<file path="src/rtl/rgb_fader_pkg.sv">
// rgb_fader_pkg: shared FSM encoding and channel indices for the RGB fader.
// Channel indices follow the colour mixer's bit order {R,G,B}.
package rgb_fader_pkg;

    typedef enum logic {
        IDLE = 1'b0,
        FADE = 1'b1
    } state_t;

    localparam int CH_R = 2;
    localparam int CH_G = 1;
    localparam int CH_B = 0;

endpackage : rgb_fader_pkg

</file>
<file path="src/rtl/rgb_fader_chan.sv">
// rgb_fader_chan: one PWM-dimmed LED channel.
// Holds the duty register that steps +/-1 toward the target, the shadow
// compare value reloaded once per PWM period, and the active-low pin register.
// Optional macro RGB_FADER_GAMMA_EN: shadow value is gamma(duty) instead of duty.
module rgb_fader_chan #(
    parameter int PWM_BITS = 8
) (
    input  logic                clk,
    input  logic                rst_n,
    input  logic [PWM_BITS-1:0] pwm_cnt,
    input  logic                period_end,
    input  logic                step_stb,
    input  logic                target_on,
    output logic                led,
    output logic                at_target
);

    localparam logic [PWM_BITS-1:0] MAX = '1;

    logic [PWM_BITS-1:0] target;
    logic [PWM_BITS-1:0] duty;
    logic [PWM_BITS-1:0] duty_next;
    logic [PWM_BITS-1:0] duty_s;
    logic [PWM_BITS-1:0] shadow_val;
    logic                lit;

    assign target    = target_on ? MAX : '0;
    assign at_target = (duty == target);

    // Step the duty one count toward the target on each step strobe; the
    // comparisons guarantee it never overshoots and never wraps.
    always_comb begin
        // NOTE: default first so every path assigns duty_next and no latch is inferred.
        duty_next = duty;
        if (step_stb) begin
            if (duty < target) begin
                duty_next = duty + 1'b1;
            end else if (duty > target) begin
                duty_next = duty - 1'b1;
            end
        end
    end

`ifdef RGB_FADER_GAMMA_EN
    logic [2*PWM_BITS-1:0] duty_sq;

    // Square-law brightness curve; full scale is kept exactly full scale.
    always_comb begin
        duty_sq    = {{PWM_BITS{1'b0}}, duty_next} * {{PWM_BITS{1'b0}}, duty_next};
        shadow_val = (duty_next == MAX) ? MAX : duty_sq[2*PWM_BITS-1:PWM_BITS];
    end
`else
    assign shadow_val = duty_next;
`endif

    // Compare against the shadow value; full scale is forced on so the pin
    // does not blink off for the one count where pwm_cnt == MAX.
    assign lit = (pwm_cnt < duty_s) || (duty_s == MAX);

    // Duty, shadow and pin registers. The shadow takes duty_next so a step
    // that lands on the period-end edge is already used from pwm_cnt = 0.
    always_ff @(posedge clk or negedge rst_n) begin
        if (!rst_n) begin
            duty   <= '0;
            duty_s <= '0;
            led    <= 1'b1;
        end else begin
            // NOTE: non-blocking so every register samples pre-edge values.
            duty <= duty_next;
            if (period_end) begin
                duty_s <= shadow_val;
            end
            led <= ~lit;
        end
    end

endmodule : rgb_fader_chan

</file>
<file path="src/rtl/rgb_fader.sv">
// rgb_fader: crossfading PWM driver for an active-low RGB LED.
// Registers the 3-bit colour code, runs the shared PWM and fade-step timers,
// and tracks whether any channel is still fading (BUSY).
// Optional macro RGB_FADER_GAMMA_EN: gamma-corrected compare values per channel.
module rgb_fader
    import rgb_fader_pkg::*;
#(
    parameter int PWM_BITS = 8,
    parameter int STEP_DIV = 4
) (
    input  logic       CLK,
    input  logic       RST_N,
    input  logic [2:0] COLOR,
    output logic       LED_R,
    output logic       LED_G,
    output logic       LED_B,
    output logic       BUSY
);

    localparam logic [PWM_BITS-1:0] MAX       = '1;
    localparam int                  STEP_W    = (STEP_DIV > 1) ? $clog2(STEP_DIV) : 1;
    localparam logic [STEP_W-1:0]   STEP_LAST = STEP_W'(STEP_DIV - 1);

    logic [2:0]          color_q;
    logic [PWM_BITS-1:0] pwm_cnt;
    logic [STEP_W-1:0]   step_cnt;
    logic                period_end;
    logic                step_stb;
    logic [2:0]          at_target;
    logic                all_at_target;
    state_t              state;
    state_t              state_next;

    assign period_end    = (pwm_cnt == MAX);
    assign step_stb      = period_end && (step_cnt == STEP_LAST);
    assign all_at_target = &at_target;
    assign BUSY          = (state == FADE);

    // Colour input register and the free-running PWM / fade-step timers.
    always_ff @(posedge CLK or negedge RST_N) begin
        if (!RST_N) begin
            color_q  <= '0;
            pwm_cnt  <= '0;
            step_cnt <= '0;
        end else begin
            color_q <= COLOR;
            pwm_cnt <= pwm_cnt + 1'b1;
            if (period_end) begin
                step_cnt <= (step_cnt == STEP_LAST) ? '0 : step_cnt + 1'b1;
            end
        end
    end

    // FSM state register.
    always_ff @(posedge CLK or negedge RST_N) begin
        if (!RST_N) begin
            state <= IDLE;
        end else begin
            state <= state_next;
        end
    end

    // FSM next state: fade while any channel is away from its target.
    always_comb begin
        state_next = state;
        case (state)
            IDLE:    if (!all_at_target) state_next = FADE;
            FADE:    if (all_at_target)  state_next = IDLE;
            default: state_next = IDLE;
        endcase
    end

    rgb_fader_chan #(.PWM_BITS(PWM_BITS)) u_chan_r (
        .clk        (CLK),
        .rst_n      (RST_N),
        .pwm_cnt    (pwm_cnt),
        .period_end (period_end),
        .step_stb   (step_stb),
        .target_on  (color_q[CH_R]),
        .led        (LED_R),
        .at_target  (at_target[CH_R])
    );

    rgb_fader_chan #(.PWM_BITS(PWM_BITS)) u_chan_g (
        .clk        (CLK),
        .rst_n      (RST_N),
        .pwm_cnt    (pwm_cnt),
        .period_end (period_end),
        .step_stb   (step_stb),
        .target_on  (color_q[CH_G]),
        .led        (LED_G),
        .at_target  (at_target[CH_G])
    );

    rgb_fader_chan #(.PWM_BITS(PWM_BITS)) u_chan_b (
        .clk        (CLK),
        .rst_n      (RST_N),
        .pwm_cnt    (pwm_cnt),
        .period_end (period_end),
        .step_stb   (step_stb),
        .target_on  (color_q[CH_B]),
        .led        (LED_B),
        .at_target  (at_target[CH_B])
    );

endmodule : rgb_fader
</file>
<file path="config.mk">
export PLATFORM = sky130hd
export DESIGN_NAME = rgb_fader
export DESIGN_NICKNAME = d
export VERILOG_FILES = /design/src/rtl/rgb_fader_pkg.sv /design/src/rtl/rgb_fader_chan.sv /design/src/rtl/rgb_fader.sv
export SDC_FILE = /design/constraint.sdc
export NUM_CORES = 1
export LEC_CHECK = 0
export CAP_MARGIN = 20
export CORE_MARGIN = 3
export CORE_UTILIZATION = 43
export CTS_CLUSTER_SIZE = 30
export DETAILED_ROUTE_END_ITERATION = 16
export PLACE_DENSITY = 0.65
export SLEW_MARGIN = 20
export SYNTH_ARGS = -nofsm -noshare
export SYNTH_HDL_FRONTEND = slang
export SYNTH_SLANG_ARGS = --single-unit
</file>
<file path="constraint.sdc">
create_clock -name CLK -period 3 [get_ports CLK]
set_clock_uncertainty 0.05 [all_clocks]
set_input_delay 0.45 -clock CLK [delete_from_list [all_inputs] [get_ports CLK]]
set_output_delay 0.45 -clock CLK [all_outputs]
set_load 0.005 [all_outputs]
</file>
=== After elaboration in Yosys (flattened, before gate mapping) ===
Index checks and enable logic that the tools add are counted.

* Register bits after elaboration: 65
* Input bits: 5
* Output and inout port bits: 4
* Word-level logic and storage cells: 60

* $add $sub $neg: 8
* $lt $le $gt $ge: 9
* Eq/ne operators: 8
* Muxes and demuxes: 14
* Bitwise operators: 3
* Reductions and logical operators: 5

{| class="wikitable"
|+ Operator list
! kind !! number
|-
| two-way mux 8 bit || 12
|-
| less-than comparator 8 bit || 6
|-
| adder 8 x 1 -> 8 bit (second input constant) || 4
|-
| equality test 8 bit (second input constant) || 4
|-
| equality test 8 bit || 3
|-
| greater-than comparator 8 bit || 3
|-
| subtractor 8 x 1 -> 8 bit (second input constant) || 3
|-
| logical OR 1 bit || 3
|-
| inverter 1 bit || 3
|-
| AND reduction 3 bit || 1
|-
| adder 2 x 1 -> 2 bit (second input constant) || 1
|-
| equality test 2 bit (second input constant) || 1
|-
| two-way mux 2 bit || 1
|-
| logical AND 1 bit || 1
|-
| two-way mux 1 bit || 1
|}

=== Depth between registers and ports, before layout ===
Gate-level depths: netlist (run 1).

* Depth after elaboration: 5
* Depth in mapped cells: 10
* Gate-level depth less buffers: 9

=== By module ===
Synthesis (run 1) repeated with hierarchy kept, for this count alone.

* Cell total of the unflattened synthesis: 527
* Area, all modules: 4870.9 um^2

{| class="wikitable"
|+ Modules (own cells, without submodules)
! module !! times used !! cells each !! area each (um^2) !! sequential area each (um^2)
|-
| rgb_fader_chan || 3 || 163 || 1442.6 || 426.7
|-
| rgb_fader || 1 || 38 || 543.0 || 350.3
|}

=== Least setup slack after synthesis (run 1) ===
Ideal clock, no wire load.

* Path type: flip-flop to flip-flop
* Start point: register color_q[1]
* End point: register u_chan_g.duty_s[5]
* Library setup time: 132 ps
* Arrival time: 2185 ps
* Data required time: 2818 ps
* Setup slack: 633 ps
* Stages on the path, launching flop included: 10
* Path buffers: 0
* Period minus slack after synthesis: 2367 ps
* Cells stage by stage: dfrtp_1 -> inv_1 -> ha_1 -> nor2b_1 -> o211ai_1 -> a21oi_1 -> nor2_2 -> mux2i_1 -> a21oi_1 -> or3b_1

* Cells in the longest elaborated chain, start to end: 5
* Elaborated cells between the ends (all ways): 6
* Those cells by class: order compare: 2; mux: 4

{| class="wikitable"
|+ Ends and longest elaborated chain
! element !! line !! source
|-
| start: declaration || rgb_fader.sv:24 || <nowiki>logic [2:0] color_q;</nowiki>
|-
| start signal: assignment || rgb_fader.sv:42 || <nowiki>color_q <= '0;</nowiki>
|-
| start signal: assignment || rgb_fader.sv:46 || <nowiki>color_q <= COLOR;</nowiki>
|-
| two-way mux 8 bit (*) || rgb_fader_chan.sv:27 || <nowiki>assign target = target_on ? MAX : '0;</nowiki>
|-
| greater-than comparator 8 bit || rgb_fader_chan.sv:38 || <nowiki>end else if (duty > target) begin</nowiki>
|-
| two-way mux 8 bit || rgb_fader_chan.sv:38 ||
|-
| two-way mux 8 bit (*) || rgb_fader_chan.sv:36 || <nowiki>if (duty < target) begin</nowiki>
|-
| two-way mux 8 bit (*) || rgb_fader_chan.sv:35 || <nowiki>if (step_stb) begin</nowiki>
|-
| end signal: assignment || rgb_fader_chan.sv:71 || <nowiki>duty_s <= shadow_val;</nowiki>
|-
| end: declaration || rgb_fader_chan.sv:23 || <nowiki>logic [PWM_BITS-1:0] duty_s;</nowiki>
|}

Every way passes the cells marked *; elsewhere a longest branch is shown, timed or not.
A chain may end at the register's enable or synchronous reset.

=== Worst setup path in the final report (run 1) ===
* Start point: register color_q[0]
* End point: register u_chan_b.duty[5]

* Cells in the longest elaborated chain, start to end: 5
* Elaborated cells between the ends (all ways): 6
* Those cells by class: order compare: 2; mux: 4

{| class="wikitable"
|+ Ends and longest elaborated chain
! element !! line !! source
|-
| two-way mux 8 bit (*) || rgb_fader_chan.sv:27 ||
|-
| greater-than comparator 8 bit || rgb_fader_chan.sv:38 ||
|-
| two-way mux 8 bit || rgb_fader_chan.sv:38 ||
|-
| two-way mux 8 bit (*) || rgb_fader_chan.sv:36 ||
|-
| two-way mux 8 bit (*) || rgb_fader_chan.sv:35 ||
|-
| net u_chan_b.duty_next[5] || rgb_fader_chan.sv:22 || <nowiki>logic [PWM_BITS-1:0] duty_next;</nowiki>
|-
| end signal: assignment || rgb_fader_chan.sv:69 || <nowiki>duty <= duty_next;</nowiki>
|-
| end: declaration || rgb_fader_chan.sv:21 || <nowiki>logic [PWM_BITS-1:0] duty;</nowiki>
|}

Mark *: on every way through the listed nets, which the timed path passes. The rest lies on a longest branch.

==> results of run 1 <==
-- worst max-delay path by stage --
| stage | end | slack (ns) | startpoint |
|---|---|---|---|
| after floorplan | u_chan_g.duty_s[5]$_DFFE_PN0N_ | 0.63 | color_q[1]$_DFF_PN0_ |
| after global placement | u_chan_b.duty[7]$_DFF_PN0_ | 0.44 | color_q[0]$_DFF_PN0_ |
| after detailed placement | u_chan_b.duty[5]$_DFF_PN0_ | 0.32 | color_q[0]$_DFF_PN0_ |
| after CTS | u_chan_b.duty[5]$_DFF_PN0_ | 0.27 | color_q[0]$_DFF_PN0_ |
| after global routing | u_chan_b.duty[5]$_DFF_PN0_ | 0.01 | color_q[0]$_DFF_PN0_ |
| final | u_chan_b.duty[5]$_DFF_PN0_ | 0.28 | color_q[0]$_DFF_PN0_ |
-- sequential cells by signal, indices dropped and copies added, names as in the netlist --
| signal | cells |
|---|---|
| u_chan_r.led | 1 |
| u_chan_r.duty_s | 8 |
| u_chan_g.led | 1 |
| pwm_cnt | 8 |
| color_q | 3 |
| u_chan_r.duty | 8 |
| step_cnt | 2 |
| u_chan_b.duty_s | 8 |
| u_chan_b.led | 1 |
| u_chan_g.duty | 8 |
| BUSY | 1 |
| u_chan_g.duty_s | 8 |
| u_chan_b.duty | 8 |
-- where the power goes --
part | leakage (uW) | internal (uW) | switching, uW
Clock | 0.0000834 | 321 | 330
Combinational | 0.00135 | 16.5 | 34.4
Sequential | 0.000872 | 878 | 1.15
Total | 0.00231 | 1220 | 366
-- cells in the mapped netlist (4+ instances only) --
master	instances
sky130_fd_sc_hd__a21oi_1	29
sky130_fd_sc_hd__mux2_2	14
sky130_fd_sc_hd__mux2i_1	16
sky130_fd_sc_hd__xnor2_1	13
sky130_fd_sc_hd__nand2b_1	5
sky130_fd_sc_hd__a221oi_1	4
sky130_fd_sc_hd__clkbuf_1	9
sky130_fd_sc_hd__buf_2	4
sky130_fd_sc_hd__nand2_1	46
sky130_fd_sc_hd__ha_1	53
sky130_fd_sc_hd__nand3b_1	4
sky130_fd_sc_hd__nor3b_1	9
sky130_fd_sc_hd__o211ai_1	4
sky130_fd_sc_hd__nor2_1	25
sky130_fd_sc_hd__dfrtp_1	62
sky130_fd_sc_hd__inv_1	32
sky130_fd_sc_hd__xor2_1	16
sky130_fd_sc_hd__a21o_1	12
sky130_fd_sc_hd__o21ai_0	11
sky130_fd_sc_hd__nor3_1	4
sky130_fd_sc_hd__and3_1	7
sky130_fd_sc_hd__nand3_1	23
sky130_fd_sc_hd__nand4_1	19
-- metrics by stage --
stage | total power, uW | worst slack, ns | util
finish | 1580 | 0.278 | 0.492
global route | 1660 | 0.0141 | 0.492
CTS | 1610 | 0.272 | 0.492
detailed placement | 949 | 0.316 | 0.475
global placement | 946 | 0.441 | 0.475
floorplan | 918 | 0.633 | -
-- final cells by class --
type	instances	area share
Clock inverter	3	0.00359
Sequential cell	65	0.334
Inverter	32	0.0246
Tap cell	133	0.0341
Timing Repair Buffer	17	0.0292
Multi-Input combinational cell	356	0.544
Clock buffer	13	0.0305
-- routing by layer --
layer | track usage | routed length, microns | up-vias
met2 | 0.289 | 4500 | 50
li1 | - | - | 1703
met5 | 0 | 0 | -
met1 | 0.246 | 4620 | 1699
met4 | 0.0514 | 191 | 0
met3 | 0.0378 | 302 | 16
-- worst max-delay path: stages, from the launching register on --
cell                      delay (ns)
sky130_fd_sc_hd__dfrtp_1        0.39
sky130_fd_sc_hd__inv_1          0.19
sky130_fd_sc_hd__ha_1           0.30
sky130_fd_sc_hd__a21oi_1        0.16
sky130_fd_sc_hd__nand2_1        0.07
sky130_fd_sc_hd__a21oi_1        0.34
sky130_fd_sc_hd__nand2_1        0.36
sky130_fd_sc_hd__nor3_1         0.40
sky130_fd_sc_hd__o21ai_0        0.19
sky130_fd_sc_hd__xnor2_1        0.16
-- kinds of logic after synthesis --
kind of cell / Yosys count / synth area share
AOI/OAI and AO/OA: 79 / 0.121
and+or+nand+nor: 165 / 0.196
DFF: 65 / 0.365
adders and majority gates: 53 / 0.149
muxes: 30 / 0.0712
xor gates and xnor gates: 29 / 0.0569
buffers and inverters: 46 / 0.0401
==> reports/qor.log, run 1 <==
[power_and_ir_drop] Leak Pwr 0.00231 uW
[yosys] Post-synth ARST share 1.00
[final_layout] area added between synthesis and finish 9.34%
[placed_design] area post-placement 4710 sq um
[yosys] most area-hungry cell type in the Yosys netlist sky130_fd_sc_hd__dfrtp_1
[yosys] number of distinct standard cells referenced by the synthesized netlist 53
[setup_path] source of the worst register-to-register timing path color_q[0]$_DFF_PN0_
[routing] antenna-violating nets left 0
[setup_path] endpoint kind of the worst setup timing path flip-flop
[setup_path] critical path type flip-flop to flip-flop
[cts] Clock Path Buffers 2
[timing] Max transition margin 0.637
[yosys] number of enable-type register cells in the synthesized netlist 0
[outcome] result of the run finished, final reports clean
[yosys] mean area per synthesized cell 9.55 sq um
[global_route] pin count of the biggest net entering global routing 36
[final_layout] area taken by flip-flops and latches 1630 sq um
[power_and_ir_drop] power per unit of standard cell area 324 nW/um^2
[cts] CTS tree done
[timing] unrepaired setup endpoints after global routing no
[power_and_ir_drop] highest ir drop seen on vdd 0.000215 V
[timing] Max Transition Viols Final 0
[timing] Setup-failing EPs final 0
[setup_path] Worst R2R End u_chan_b.duty[5]$_DFF_PN0_
[final_layout] n_diodes 0
[setup_path] Worst Path Arrival 2.89 ns
[yosys] portion of synthesized cell area occupied by the leading cell type 0.348
[final_layout] Final Cell Area 4880 sq um
[yosys] top post-synthesis cells by area sky130_fd_sc_hd__dfrtp_1 (35%), sky130_fd_sc_hd__ha_1 (15%), sky130_fd_sc_hd__nand2_1 (3.9%)
[routing] Initial DRT Pass Iterations 5
[cts] clock slew seen by the registers of the worst setup and hold paths 0.07 ns
[routing] post-detailed-routing wire length 9620 microns
[yosys] fraction of the yosys area taken by sequential cells 0.365
[cts] post-cts sizing count 0
[placed_design] weighted congestion at the end of routability-driven global placement 0.856
[yosys] net count after synthesis 525
[cts] Clk Latency, worst-skew pair 0.34 ns
[hold_path] Hold/Removal Path Class input port to async pin
[floorplanning] standard-cell row count 36
[timing] worst hold margin 0.0761 ns
[final_layout] top library cells by usage in the layout, fill and taps aside sky130_fd_sc_hd__dfrtp_1 (62), sky130_fd_sc_hd__ha_1 (53), sky130_fd_sc_hd__nand2_1 (46)
[setup_path] largest fanout of any net on the critical path 11
[global_route] remaining global-route overflow 0
[final_layout] number of filler instances in the final layout 955
[cts] H-Tree Depth 3
[global_route] wire length of the first global-routing pass 16800 microns
[floorplanning] area of the die 11600 sq um
[timing] number of endpoints with negative hold slack in the final report 0
[yosys] number of flip-flops and latches in the synthesized netlist 65
[placed_design] cell total after placement 603
[setup_path] required time worst endpoint 3.16 ns
[final_layout] fraction of layout instances using a drive strength above 1 0.103
[final_layout] non-filler instance count after layout 619
[global_route] overall track demand over capacity in global routing 0.180
[yosys] Syn Std Cell Area 4460 sq um
[floorplanning] Die Wd 108 microns
[routing] DRC marker count from the first detailed-route iteration 96
[cts] number of buffers added for setup after CTS 0
[routing] average routed wire per standard cell 15.5 microns
[cts] cts bufs inserted 9
[final_layout] commonest non-fill, non-tap cell in the layout sky130_fd_sc_hd__dfrtp_1
[floorplanning] vertical die dimension 108 microns
[timing] f_max 367 MHz
[floorplanning] number of top-level pins 9
[global_route] vias in the first global route 3445
[global_route] number of antenna violations at the first check in global routing 0
[yosys] post-synthesis instance total 467
[yosys] number of warnings printed during yosys synthesis 0
[routing] post-route DRC violation count 0
[floorplanning] initial core utilization 0.450
[cts] total of hold buffers inserted after clock tree synthesis 0
[final_layout] net count reported at finish 539
[floorplanning] Core Footprint 9910 sq um
[timing] final critical-path share of the clock period 0.907
[setup_path] depth of the worst register-to-register path 9
[timing] post-layout min period 2.72 ns
[setup_path] register-to-register setup slack 0.28 ns
[timing] Total Neg Setup Slack 0 ns
[cts] cell at the root of the clock tree sky130_fd_sc_hd__clkbuf_8
[yosys] primary flip-flop cell chosen by synthesis mapping sky130_fd_sc_hd__dfrtp_1
[timing] Slew @ Worst Pin 0.542 ns
[final_layout] area occupied by multi-input gates 2650 sq um
[routing] Vias 3468
[routing] ratio of routed vias to standard cells 5.60
[placed_design] placed wire-length estimate 6990 microns
[cts] number of sinks handled by clock tree synthesis 65
[setup_path] sort of element at the start of the critical path flip-flop
[placed_design] IO buf count 8
[flow_run] max cap viols 0
No activity file was read; power rests on OpenSTA's default activity.
==> run 2: changes to the inputs <==
--- a/config.mk
+++ b/config.mk
@@ -10,7 +10,6 @@
 export CORE_UTILIZATION = 43
 export CTS_CLUSTER_SIZE = 30
 export DETAILED_ROUTE_END_ITERATION = 16
-export PLACE_DENSITY = 0.65
 export SLEW_MARGIN = 20
 export SYNTH_ARGS = -nofsm -noshare
 export SYNTH_HDL_FRONTEND = slang
==> run 2 against run 1 <==
Against the previous run: routed wire length is 0.15% higher; sequential power hardly changed; critical path depth unchanged; largest cell class unchanged; highest routed layer unchanged.
==> reports/qor.log, run 2 (same netlist as run 1, synthesis figures left out) <==
[timing] post-layout min period 2.70 ns [was 2.72 ns]
[timing] PnR worst setup slack 0.302 ns [was 0.278 ns]
[timing] final critical-path share of the clock period 0.899 [was 0.907]
[cts] clock slew seen by the registers of the worst setup and hold paths 0.07 ns [about the same]
[setup_path] Worst Path Arrival 2.86 ns [was 2.89 ns]
[placed_design] weighted congestion at the end of routability-driven global placement 0.837 [was 0.856]
[power_and_ir_drop] highest ir drop seen on vdd 0.000235 V [was 0.000215 V]
[routing] antenna-violating nets left 0 [unchanged]
[cts] total of hold buffers inserted after clock tree synthesis 0 [unchanged]
[cts] Clk Latency, worst-skew pair 0.34 ns [about the same]
[floorplanning] standard-cell row count 36 [unchanged]
[global_route] pin count of the biggest net entering global routing 36 [unchanged]
[cts] H-Tree Depth 3 [unchanged]
[cts] cell at the root of the clock tree sky130_fd_sc_hd__clkbuf_8 [unchanged]
[final_layout] net count reported at finish 536 [was 539]
[placed_design] IO buf count 8 [unchanged]
[outcome] result of the run finished, final reports clean [unchanged]
[setup_path] largest fanout of any net on the critical path 11 [unchanged]
[timing] Setup-failing EPs final 0 [unchanged]
[routing] average routed wire per standard cell 15.6 microns [was 15.5 microns]
[floorplanning] number of top-level pins 9 [unchanged]
[timing] number of endpoints with negative hold slack in the final report 0 [unchanged]
[cts] post-cts sizing count 0 [unchanged]
[routing] Initial DRT Pass Iterations 4 [was 5]
[floorplanning] Core Footprint 9910 sq um [unchanged]
[cts] number of buffers added for setup after CTS 0 [unchanged]
[global_route] overall track demand over capacity in global routing 0.182 [was 0.180]
[global_route] number of antenna violations at the first check in global routing 0 [unchanged]
[floorplanning] initial core utilization 0.450 [unchanged]
[cts] CTS tree done [unchanged]
[timing] Slew @ Worst Pin 0.711 ns [was 0.542 ns]
[routing] post-route DRC violation count 0 [unchanged]
[cts] Clock Path Buffers 2 [unchanged]
[timing] f_max 371 MHz [was 367 MHz]
[routing] ratio of routed vias to standard cells 5.54 [was 5.60]
[cts] cts bufs inserted 9 [unchanged]
[final_layout] area added between synthesis and finish 9.85% [was 9.34%]
[final_layout] number of filler instances in the final layout 943 [was 955]
[timing] Max transition margin 0.526 [was 0.637]
[global_route] wire length of the first global-routing pass 17000 microns [was 16800 microns]
[power_and_ir_drop] power per unit of standard cell area 344 nW/um^2 [was 324 nW/um^2]
[routing] post-detailed-routing wire length 9630 microns [was 9620 microns]
[floorplanning] area of the die 11600 sq um [unchanged]
[timing] Max Transition Viols Final 0 [unchanged]
[flow_run] max cap viols 0 [unchanged]
[setup_path] endpoint kind of the worst setup timing path flip-flop [unchanged]
[timing] unrepaired setup endpoints after global routing no [unchanged]
[routing] Vias 3413 [was 3468]
[global_route] vias in the first global route 3466 [was 3445]
[global_route] remaining global-route overflow 0 [unchanged]
[floorplanning] Die Wd 108 microns [unchanged]
[routing] DRC marker count from the first detailed-route iteration 132 [was 96]
[setup_path] required time worst endpoint 3.16 ns [about the same]
[hold_path] Hold/Removal Path Class input port to async pin [unchanged]
[cts] number of sinks handled by clock tree synthesis 65 [unchanged]
[timing] Total Neg Setup Slack 0 ns [unchanged]
[placed_design] Setup WS pre-CTS 0.320 ns [was 0.316 ns]
[final_layout] n_diodes 0 [unchanged]
[power_and_ir_drop] Leak Pwr 0.00232 uW [was 0.00231 uW]
[setup_path] critical path type flip-flop to flip-flop [unchanged]
[final_layout] top library cells by usage in the layout, fill and taps aside sky130_fd_sc_hd__dfrtp_1 (62), sky130_fd_sc_hd__ha_1 (53), sky130_fd_sc_hd__nand2_1 (46) [unchanged]
[final_layout] commonest non-fill, non-tap cell in the layout sky130_fd_sc_hd__dfrtp_1 [unchanged]
[setup_path] sort of element at the start of the critical path flip-flop [unchanged]
[final_layout] fraction of layout instances using a drive strength above 1 0.0994 [was 0.103]
[placed_design] placed wire-length estimate 7010 microns [was 6990 microns]
[floorplanning] vertical die dimension 108 microns [unchanged]
==> run 2: changes by cell type in the layout (fill, tap and decap cells not counted), sizes merged <==
cell and delta:
buf -3, bufinv +1, clkinvlp -1
==> run 2: path summary, 6_finish.rpt <==
path / from / to / slack [ns] / cells past startpoint
worst max-delay path: color_q[0]$_DFF_PN0_ / u_chan_b.duty[5]$_DFF_PN0_ / 0.30 / 9
worst min-delay path: RST_N / u_chan_g.duty[7]$_DFF_PN0_ / 0.11 / 1
worst max register to register: color_q[0]$_DFF_PN0_ / u_chan_b.duty[5]$_DFF_PN0_ / 0.30 / 9
worst min register to register: step_cnt[1]$_DFFE_PN0N_ / step_cnt[1]$_DFFE_PN0N_ / 0.44 / 2
max in group asynchronous: RST_N / step_cnt[0]$_DFFE_PN0N_ / 2.15 / 2
min in group CLK: step_cnt[1]$_DFFE_PN0N_ / step_cnt[1]$_DFFE_PN0N_ / 0.44 / 2
==> run 2: layout make-up <==
type                            count  area, sq um  area share
Clock buffer                       13          159      0.0324
Clock inverter                      3         40.0     0.00817
Inverter                           32          120      0.0245
Multi-Input combinational cell    356         2650       0.541
Sequential cell                    65         1630       0.333
Tap cell                          133          166      0.0340
Timing Repair Buffer               14          133      0.0271
==> run 2: power breakdown <==
group / switching (uW) / internal (uW) / leakage (uW)
Sequential: 1.09 / 878 / 0.000872
Clock: 328 / 428 / 0.000103
Combinational: 34.5 / 17.4 / 0.00134
==> run 2: routing by layer <==
layer  vias up  share of wire  global-route usage
li1       1702              -                   -
met1      1672           0.49               0.252
met2        32           0.47               0.293
met3         7          0.026              0.0342
met4         0         0.0084              0.0469
met5         -              0                   0
==> run 2: worst max-delay path, stage by stage, from the launching register on <==
cell and delay, ns:
sky130_fd_sc_hd__dfrtp_1 0.38, sky130_fd_sc_hd__inv_1 0.18, sky130_fd_sc_hd__ha_1 0.30, sky130_fd_sc_hd__a21oi_1 0.16, sky130_fd_sc_hd__nand2_1 0.07, sky130_fd_sc_hd__a21oi_1 0.33
sky130_fd_sc_hd__nand2_1 0.37, sky130_fd_sc_hd__nor3_1 0.41, sky130_fd_sc_hd__o21ai_0 0.17, sky130_fd_sc_hd__xnor2_1 0.15
==> run 2: metrics by stage <==
stage	std cells	hold slack [ns]	cell area (sq um)	utilization	power, uW
after floorplan	467	0.104	4460	-	918
after global placement	600	0.412	4700	0.474	947
after detailed placement	600	0.421	4700	0.474	950
after CTS	616	0.133	4900	0.494	1720
after global routing	616	0.153	4900	0.494	1770
final	616	0.113	4900	0.494	1690
